`src/rtl/disp_serial_capture_if.sv`:
```
// Display serial bus lines (shift clock, data, register select, chip enable, reset)
// as seen by the capture block.
interface disp_serial_capture_if;
    logic disp_clock;
    logic disp_data_out;
    logic disp_rs;
    logic disp_ce_b;
    logic disp_reset_b;

    modport master (output disp_clock, disp_data_out, disp_rs, disp_ce_b, disp_reset_b);
    modport slave  (input  disp_clock, disp_data_out, disp_rs, disp_ce_b, disp_reset_b);
endinterface

```
`src/rtl/disp_serial_capture.sv`:
```
// Display serial bus capture: rebuilds the 640-bit dot register, control word and decoded hex nibbles.
// Optional latch bit-count check is built when DISP_CAPTURE_LEN_CHECK_EN is defined.
module disp_serial_capture (
    input  logic                 clock_27mhz,
    input  logic                 reset,
    disp_serial_capture_if.slave bus,
    input  logic [3:0]           char_sel,
    output logic [39:0]          char_dots,
    output logic [31:0]          ctrl_word,
    output logic                 ctrl_stb,
    output logic                 frame_stb,
    output logic [63:0]          hex_data,
    output logic [15:0]          hex_valid,
    output logic                 hex_stb,
    output logic                 len_err
);
    typedef enum logic {IDLE, DEC} state_t;

    // Sync bit order {reset_b, ce_b, rs, data, clock}; idle levels avoid a false latch out of reset.
    localparam logic [4:0] BUS_IDLE = 5'b11000;

    function automatic logic [39:0] hex_glyph(input logic [3:0] code);
        case (code)
            4'h0:    hex_glyph = 40'h3E_51_49_45_3E;
            4'h1:    hex_glyph = 40'h00_42_7F_40_00;
            4'h2:    hex_glyph = 40'h62_51_49_49_46;
            4'h3:    hex_glyph = 40'h22_41_49_49_36;
            4'h4:    hex_glyph = 40'h18_14_12_7F_10;
            4'h5:    hex_glyph = 40'h27_45_45_45_39;
            4'h6:    hex_glyph = 40'h3C_4A_49_49_30;
            4'h7:    hex_glyph = 40'h01_71_09_05_03;
            4'h8:    hex_glyph = 40'h36_49_49_49_36;
            4'h9:    hex_glyph = 40'h06_49_49_29_1E;
            4'hA:    hex_glyph = 40'h7E_09_09_09_7E;
            4'hB:    hex_glyph = 40'h7F_49_49_49_36;
            4'hC:    hex_glyph = 40'h3E_41_41_41_22;
            4'hD:    hex_glyph = 40'h7F_41_41_41_3E;
            4'hE:    hex_glyph = 40'h7F_49_49_49_41;
            default: hex_glyph = 40'h7F_09_09_09_01;
        endcase
    endfunction

    logic [4:0]   sync1_q, sync1_d, sync2_q, sync2_d;
    logic [1:0]   prev_q, prev_d;
    logic [639:0] shift_reg_q, shift_reg_d, dot_reg_q, dot_reg_d;
    logic [9:0]   bit_cnt_q, bit_cnt_d;
    logic         rs_lat_q, rs_lat_d;
    logic [31:0]  ctrl_word_q, ctrl_word_d;
    logic         ctrl_stb_q, ctrl_stb_d, frame_stb_q, frame_stb_d, hex_stb_q, hex_stb_d;
    logic [39:0]  char_dots_q, char_dots_d;
    state_t       state_q, state_d;
    logic [3:0]   idx_q, idx_d;
    logic [63:0]  stage_data_q, stage_data_d, hex_data_q, hex_data_d;
    logic [15:0]  stage_valid_q, stage_valid_d, hex_valid_q, hex_valid_d;

    logic         dreset, ce_rise, ce_fall, clk_rise, shift_en, dot_latch, ctrl_latch;
    logic [39:0]  glyph;
    logic         glyph_hit;
    logic [3:0]   glyph_code;

    always_comb begin
        sync1_d = {bus.disp_reset_b, bus.disp_ce_b, bus.disp_rs, bus.disp_data_out, bus.disp_clock};
        sync2_d = sync1_q;
        prev_d  = {sync2_q[3], sync2_q[0]};

        dreset   = ~sync2_q[4];
        ce_rise  =  sync2_q[3] & ~prev_q[1];
        ce_fall  = ~sync2_q[3] &  prev_q[1];
        clk_rise =  sync2_q[0] & ~prev_q[0];
        // A clock edge coinciding with the ce_b rise still shifts before the latch.
        shift_en   = clk_rise & ~(sync2_q[3] & prev_q[1]);
        dot_latch  = ce_rise & ~rs_lat_q & ~dreset;
        ctrl_latch = ce_rise &  rs_lat_q & ~dreset;

        shift_reg_d = shift_en ? {shift_reg_q[638:0], sync2_q[1]} : shift_reg_q;
        bit_cnt_d   = ce_fall ? 10'd0 : bit_cnt_q;
        if (shift_en && bit_cnt_d != 10'd1023)
            bit_cnt_d = bit_cnt_d + 10'd1;
        rs_lat_d    = ce_fall ? sync2_q[2] : rs_lat_q;

        dot_reg_d   = dot_latch  ? shift_reg_d        : dot_reg_q;
        ctrl_word_d = ctrl_latch ? shift_reg_d[31:0]  : ctrl_word_q;
        frame_stb_d = dot_latch;
        ctrl_stb_d  = ctrl_latch;
        char_dots_d = dot_reg_q[10'(char_sel) * 10'd40 +: 40];

        glyph      = dot_reg_q[10'(idx_q) * 10'd40 +: 40];
        glyph_hit  = 1'b0;
        glyph_code = 4'h0;
        for (int g = 0; g < 16; g++) begin
            if (glyph == hex_glyph(4'(g))) begin
                glyph_hit  = 1'b1;
                glyph_code = 4'(g);
            end
        end

        state_d       = state_q;
        idx_d         = idx_q;
        stage_data_d  = stage_data_q;
        stage_valid_d = stage_valid_q;
        hex_data_d    = hex_data_q;
        hex_valid_d   = hex_valid_q;
        hex_stb_d     = 1'b0;
        case (state_q)
            IDLE: begin
                if (frame_stb_q) begin
                    state_d = DEC;
                    idx_d   = 4'd15;
                end
            end
            DEC: begin
                stage_data_d[6'(idx_q) * 6'd4 +: 4] = glyph_hit ? glyph_code : 4'h0;
                stage_valid_d[idx_q]                 = glyph_hit;
                if (frame_stb_q) begin
                    idx_d = 4'd15;
                end else if (idx_q == 4'd0) begin
                    // Publish only complete results.
                    state_d     = IDLE;
                    hex_stb_d   = 1'b1;
                    hex_data_d  = stage_data_d;
                    hex_valid_d = stage_valid_d;
                end else begin
                    idx_d = idx_q - 4'd1;
                end
            end
            default: state_d = IDLE;
        endcase

        if (dreset) begin
            shift_reg_d   = '0;
            bit_cnt_d     = '0;
            dot_reg_d     = '0;
            ctrl_word_d   = '0;
            state_d       = IDLE;
            idx_d         = 4'd0;
            stage_valid_d = '0;
            hex_valid_d   = '0;
            hex_stb_d     = 1'b0;
        end
    end

    always_ff @(posedge clock_27mhz) begin
        if (reset) begin
            sync1_q       <= BUS_IDLE;
            sync2_q       <= BUS_IDLE;
            prev_q        <= 2'b10;
            shift_reg_q   <= '0;
            dot_reg_q     <= '0;
            bit_cnt_q     <= '0;
            rs_lat_q      <= 1'b0;
            ctrl_word_q   <= '0;
            ctrl_stb_q    <= 1'b0;
            frame_stb_q   <= 1'b0;
            hex_stb_q     <= 1'b0;
            char_dots_q   <= '0;
            state_q       <= IDLE;
            idx_q         <= 4'd0;
            stage_data_q  <= '0;
            stage_valid_q <= '0;
            hex_data_q    <= '0;
            hex_valid_q   <= '0;
        end else begin
            sync1_q       <= sync1_d;
            sync2_q       <= sync2_d;
            prev_q        <= prev_d;
            shift_reg_q   <= shift_reg_d;
            dot_reg_q     <= dot_reg_d;
            bit_cnt_q     <= bit_cnt_d;
            rs_lat_q      <= rs_lat_d;
            ctrl_word_q   <= ctrl_word_d;
            ctrl_stb_q    <= ctrl_stb_d;
            frame_stb_q   <= frame_stb_d;
            hex_stb_q     <= hex_stb_d;
            char_dots_q   <= char_dots_d;
            state_q       <= state_d;
            idx_q         <= idx_d;
            stage_data_q  <= stage_data_d;
            stage_valid_q <= stage_valid_d;
            hex_data_q    <= hex_data_d;
            hex_valid_q   <= hex_valid_d;
        end
    end

`ifdef DISP_CAPTURE_LEN_CHECK_EN
    logic len_err_q, len_err_d;

    // Sticky across display resets; only the system reset clears it.
    always_comb begin
        len_err_d = len_err_q;
        if ((dot_latch && bit_cnt_d != 10'd640) || (ctrl_latch && bit_cnt_d != 10'd32))
            len_err_d = 1'b1;
    end

    always_ff @(posedge clock_27mhz) begin
        if (reset) len_err_q <= 1'b0;
        else       len_err_q <= len_err_d;
    end

    assign len_err = len_err_q;
`else
    assign len_err = 1'b0;
`endif

    assign char_dots = char_dots_q;
    assign ctrl_word = ctrl_word_q;
    assign ctrl_stb  = ctrl_stb_q;
    assign frame_stb = frame_stb_q;
    assign hex_data  = hex_data_q;
    assign hex_valid = hex_valid_q;
    assign hex_stb   = hex_stb_q;
endmodule

```
`src/flat_wrapper.sv`:
```
// flat-port wrapper written by rule: the top's interface ports become plain ports
module disp_serial_capture_flat 
  (clock_27mhz, reset, char_sel, char_dots, ctrl_word, ctrl_stb, frame_stb, hex_data, hex_valid, hex_stb, len_err, bus_disp_clock, bus_disp_data_out, bus_disp_rs, bus_disp_ce_b, bus_disp_reset_b);
  disp_serial_capture_if bus_i ();
  input  logic clock_27mhz;
  input  logic reset;
  input  logic [3:0] char_sel;
  output logic [39:0] char_dots;
  output logic [31:0] ctrl_word;
  output logic ctrl_stb;
  output logic frame_stb;
  output logic [63:0] hex_data;
  output logic [15:0] hex_valid;
  output logic hex_stb;
  output logic len_err;
  input wire logic [$bits(bus_i.disp_clock)-1:0] bus_disp_clock;
  input wire logic [$bits(bus_i.disp_data_out)-1:0] bus_disp_data_out;
  input wire logic [$bits(bus_i.disp_rs)-1:0] bus_disp_rs;
  input wire logic [$bits(bus_i.disp_ce_b)-1:0] bus_disp_ce_b;
  input wire logic [$bits(bus_i.disp_reset_b)-1:0] bus_disp_reset_b;
  assign bus_i.disp_clock = bus_disp_clock;
  assign bus_i.disp_data_out = bus_disp_data_out;
  assign bus_i.disp_rs = bus_disp_rs;
  assign bus_i.disp_ce_b = bus_disp_ce_b;
  assign bus_i.disp_reset_b = bus_disp_reset_b;
  disp_serial_capture u_core (.clock_27mhz(clock_27mhz), .reset(reset), .bus(bus_i), .char_sel(char_sel), .char_dots(char_dots), .ctrl_word(ctrl_word), .ctrl_stb(ctrl_stb), .frame_stb(frame_stb), .hex_data(hex_data), .hex_valid(hex_valid), .hex_stb(hex_stb), .len_err(len_err));
endmodule
```
`config.mk`:
```
export PLATFORM = sky130hd
export DESIGN_NAME = disp_serial_capture_flat
export DESIGN_NICKNAME = d
export VERILOG_FILES = /design/src/rtl/disp_serial_capture_if.sv /design/src/rtl/disp_serial_capture.sv /design/src/flat_wrapper.sv
export SDC_FILE = /design/constraint.sdc
export NUM_CORES = 2
export LEC_CHECK = 0
export BUFFER_PORTS_ARGS = -buffer_cell sky130_fd_sc_hd__buf_2
export CAP_MARGIN = 20
export CORE_UTILIZATION = 55
export CTS_CLUSTER_DIAMETER = 60
export CTS_CLUSTER_SIZE = 25
export DETAILED_ROUTE_END_ITERATION = 7
export PLACE_DENSITY = 0.69
export SLEW_MARGIN = 10
export SYNTH_ARGS = -nofsm -noshare
export SYNTH_HDL_FRONTEND = slang
export SYNTH_SLANG_ARGS = --single-unit
export TNS_END_PERCENT = 100
```
`constraint.sdc`:
```
create_clock -name clock_27mhz -period 9.6 [get_ports clock_27mhz]
set_clock_uncertainty 0.1 [all_clocks]
set_input_delay 2.4 -clock clock_27mhz [delete_from_list [all_inputs] [get_ports clock_27mhz]]
set_output_delay 2.4 -clock clock_27mhz [all_outputs]
set_load 0.05 [all_outputs]
```
; ---- Word-level counts from Yosys, hierarchy flattened
; Cells that the tools add are included.
[totals]
register_bits = 1533
in_bits = 11
out_inout_bits = 156
wordCells = 114
[op_classes]
addsub = 2
n_mul = 2
magnitude_cmp = 2
n_eq_ne = 18
n_shift = 4
muxes = 46
bitwise_logic = 17
reduce_logical = 6
[op_table]
columns = op, n
row1 = $shiftx 640x11->40, 2
row2 = $mux 640, 1
row3 = $eq 40x38->1 const B, 6
row4 = $eq 40x39->1 const B, 6
row5 = $bwmux 64, 1
row6 = $shift 4x8->64 const A, 1
row7 = $shiftx 4x8->64, 1
row8 = $mux 4, 12
row9 = $eq 40x31->1 const B, 1
row10 = $eq 40x33->1 const B, 1
row11 = $eq 40x35->1 const B, 1
row12 = $eq 40x37->1 const B, 1
row13 = $mux 1, 22
row14 = $bwmux 16, 1
row15 = $mul 4x3->7 const B, 2
row16 = $mux 3, 4
row17 = $and 1x1->1, 9
row18 = $neg 6->8, 1
row19 = $not 1->1, 8
row20 = $pmux 4 s2, 1
row21 = $lt 4x5->1 const B, 1
row22 = $demux 1 s4, 1
row23 = $ge 4x1->1 const B, 1
row24 = $logic_not 4->1, 1
row25 = 10 further kinds, 11

; ---- Longest topological paths before layout
[logic_depth]
word_depth = 22
mapped_depth = 18

; ---- Worst setup path after synthesis
; No wires, ideal clock.
[synth_path]
path_type = input -> register
startpoint = input char_sel[0]
endpoint = register u_core.char_dots_q[0] (netlist: u_core.char_dots[0])
setup_ns = 0.115
arrival_ns = 4.566
required_ns = 9.385
path_slack_ns = 4.819
stages = 6
n_path_buf = 3
path_cell_list = clkbuf_1 clkbuf_1 buf_1 mux4_2 mux4_2 and2_1
[synth_via]
elab_chain_cells = 2
[synth_lines]
columns = element, line
row1 = start: declaration, flat_wrapper.sv:7  ; input logic [3:0] char_sel;
row2 = $mul 4x3->7, disp_serial_capture.sv:85  ; char_dots_d = dot_reg_q[10'(char_sel) * 10'd40 +: 40];
row3 = $shiftx 640x11->40, disp_serial_capture.sv:85
row4 = end signal: assignment, disp_serial_capture.sv:174  ; char_dots_q <= char_dots_d;
row5 = end: declaration, disp_serial_capture.sv:50  ; logic [39:0] char_dots_q, char_dots_d;
; Every way passes these cells.
; A chain may end at the register's enable or synchronous reset.

; ---- Final worst setup path
[layout_path]
startpoint = register u_core.idx_q[3]
endpoint = register u_core.stage_valid_q[13]
[layout_via]
elab_chain_cells = 20
word_cells_on_any_way = 40
classes_between = 1 x mul / 2 x order compare / 16 x eq/ne / 1 x shift / 19 x mux / 1 x reduce/logical
[layout_lines]
columns = element, line
row1 = start: declaration, disp_serial_capture.sv:52  ; logic [3:0] idx_q, idx_d;
row2 = start signal: assignment, disp_serial_capture.sv:176  ; idx_q <= idx_d;
row3 = $mul 4x3->7, disp_serial_capture.sv:87  ; glyph = dot_reg_q[10'(idx_q) * 10'd40 +: 40];
row4 = $shiftx 640x11->40, disp_serial_capture.sv:87
row5 = $eq 40x38->1, disp_serial_capture.sv:91  ; if (glyph == hex_glyph(4'(g))) begin
row6 = $mux 1 (16 in series), disp_serial_capture.sv:91
row7 = $bwmux 16 (*), disp_serial_capture.sv:113  ; stage_valid_d[idx_q] = glyph_hit;
row8 = end signal: assignment, disp_serial_capture.sv:178  ; stage_valid_q <= stage_valid_d;
row9 = end: declaration, disp_serial_capture.sv:54  ; logic [15:0] stage_valid_q, stage_valid_d, hex_valid_q, hex_valid_d;
; Every way passes the cells marked *; elsewhere a longest branch is shown, timed or not.

==> flow_summary_export.csv <==
group,metric,value,unit
finish,syn_to_final_growth,8.36,%
finish,fin_nets,5843,
synth,synth-edff-count,0,
worst_setup_path,crit_type,"flip-flop to flip-flop",
job,drv_cap,0,
timing,max_slew.worst_pin.slew,1230,ps
power,p_leak,21.7,nW
finish,utilization,0.602,
worst_setup_path,worstSetupEndpointType,"flip-flop",
global_route,grt.total_usage,0.275,
floorplan,die_area,115000,µm²
worst_setup_path,cp.arrival,6510,ps
min_path,hold_class,"flip-flop to flip-flop",
finish,mostFrequentLayoutCell,"dfxtp_1",
detailed_routing,first_pass_iters,5,
synth,ys_warn_count,0,
synth,ys.flop_type,"dfxtp_1",
timing,finalSetupTns,0,ps
global_route,grt_pass1_vias,42200,
worst_setup_path,worstPathRequired,10140,ps
timing,setup_violations,0,
synth,netlist_instances,6030,
place,finalWeightedCongestion,0.863,
cts,ctsResizeCount,0,
floorplan,rows,123,
power,p_per_area,180,nW/µm²
timing,final-hold-violation-count,0,
cts,clkTransAtPathRegs,80,ps
detailed_routing,viasPerCell,6.09,
finish,final_layout_size_suffix_gt1_frac,0.134,
timing,fmax,168,MHz
detailed_routing,drc_errors,0,
global_route,antenna_found_initial,4,
cts,clockRootBuffer,"clkbuf_16",
timing,fin_crit,5970,ps
floorplan,io_pins,167,
synth,syn_nets,6045,
synth,ys_ff_latch,1532,
cts,clockBufferDepth,3,
worst_setup_path,start_kind,"flip-flop",
synth,synth_area,62600,µm²
finish,final_cell_mix,"1530 x dfxtp_1, 1434 x nor2_1, 757 x mux2i_1",
detailed_routing,wire_per_inst,21.9,µm
synth,async_flop_share,0,
finish,fill_cells,9482,
detailed_routing,drt_iter0_drc,3797,
synth,synth.distinct_cells,78,
cts,postCtsSetupRepairBufs,0,
global_route,grt_pass1_wl,251000,µm
floorplan,core_area,113000,µm²
global_route,grt_max_degree,222,
detailed_routing,routed_wl,163000,µm
timing,period_share,0.622,
place,port-buffer-count,165,
cts,htreeDepth,3,
cts,clock-sinks,1532,
worst_setup_path,path_max_fanout,24,
timing,slew_viol_final,0,
global_route,overflow,0,
timing,relSlewSlack,0.177,
detailed_routing,postRouteAntennaNets,0,
power,ir_drop,0.146,mV
synth,seq_area_frac_synth,0.490,
floorplan,die_w,339,µm
synth,avgSynthCellArea,10.4,µm²
cts,cts-buffers-inserted,109,
cts,ctsHoldBuffers,0,
cts,insertion_delay,730,ps
detailed_routing,dr_total_vias,45200,
cts,cts_tree,"done",
place,dp_hpwl,106000,µm
timing,grt_setup_unrepaired,"false",
floorplan,start_util,0.556,
floorplan,die_h,339,µm
timing,whs,322,ps
status,status,"completed",
[logic make-up after synthesis]
family,Yosys count,synth area share
fa+ha+maj,4,0.000799
compound gates,1008,0.117
other cells,1,0.0000599
xor+xnor,2,0.000280
simple gates,1874,0.125
flops,1532,0.490
mux,1066,0.232
buf+inv,543,0.0357
[per-stage QoR]
stage	instances	area (µm²)	worst slack (ps)	total power [mW]
finish	7422	67800	3630	12.2
global route	7421	67800	3240	12.6
CTS	7421	67800	3620	12.3
global placement	7217	63800	3730	7.23
floorplan	6030	62600	4820	7.09
detailed placement	7217	63800	3670	7.24
[flip-flops by register name (all words and copies together), names as in the netlist, 2 cells and up]
signal                count
u_core.ctrl_word         32
u_core.stage_data_q      64
u_core.hex_valid         16
u_core.stage_valid_q     15
u_core.idx_q              4
u_core.prev_q             2
u_core.shift_reg_q      640
u_core.sync1_q            5
u_core.sync2_q            5
u_core.hex_data          64
u_core.dot_reg_q        640
u_core.char_dots         40
[worst max-delay path, stage by stage (launching register included)]
cell	delay, ps
dfxtp_1	1060
or3_1	1060
o22ai_1	280
or3_1	550
or4_4	570
or4_4	470
or4_1	580
o32a_1	250
o211ai_2	290
nor3_2	110
buf_4	250
a311oi_2	280
[cell usage after synthesis (15+ instances only)]
cell	number	area share
dfxtp_1	1532	0.49
nor2_1	1435	0.086
mux2i_1	757	0.12
a211oi_1	686	0.082
clkbuf_1	407	0.024
mux4_2	307	0.11
nand2_1	179	0.011
a21oi_1	109	0.0087
buf_1	80	0.0048
a22oi_1	61	0.0073
and2_1	49	0.0049
o21ai_0	44	0.0035
o22ai_1	39	0.0039
nand3_1	37	0.0030
buf_2	25	0.0020
nand4_1	23	0.0023
nor4_1	17	0.0017
or3_1	15	0.0015
[worst paths after layout]
| check | start | endpoint | slack [ps] | cells past startpoint |
|---|---|---|---|---|
| setup / recovery | u_core.idx_q[3] | u_core.stage_valid_q[13] | 3630 | 11 |
| hold reg to reg | u_core.sync1_q[3] | u_core.sync2_q[3] | 320 | 1 |
| hold / removal | u_core.sync1_q[3] | u_core.sync2_q[3] | 320 | 1 |
| setup reg to reg | u_core.idx_q[3] | u_core.stage_valid_q[13] | 3630 | 11 |
[metal layers]
| metal | wire [µm] | share of wire | GRT usage | vias to the layer above |
|---|---|---|---|---|
| met5 | 0 | 0 | 0 | - |
| met4 | 3290 | 0.020 | 0.0629 | 0 |
| met3 | 9630 | 0.059 | 0.0351 | 213 |
| met2 | 74400 | 0.46 | 0.432 | 1306 |
| met1 | 75200 | 0.46 | 0.406 | 22300 |
| li1 | - | - | - | 21500 |
[layout make-up]
class | instances | area [µm²] | share of cell area
sequential | 1532 | 30700 | 0.452
antenna | 1 | 2.50 | 0.0000369
clock inverter | 89 | 1180 | 0.0173
tap | 1500 | 1880 | 0.0277
timing repair buffer | 223 | 1460 | 0.0215
multi-input combinational | 3955 | 29800 | 0.439
inverter | 7 | 26.3 | 0.000387
clock buffer | 115 | 2840 | 0.0419
[report_power, final]
group	switching (mW)	internal (mW)	leakage, nW	total, mW
Sequential	0.0672	6.43	12.4	6.50
Clock	2.66	2.46	1.95	5.12
Combinational	0.388	0.211	7.34	0.600
(Power assumes the default switching activity.)
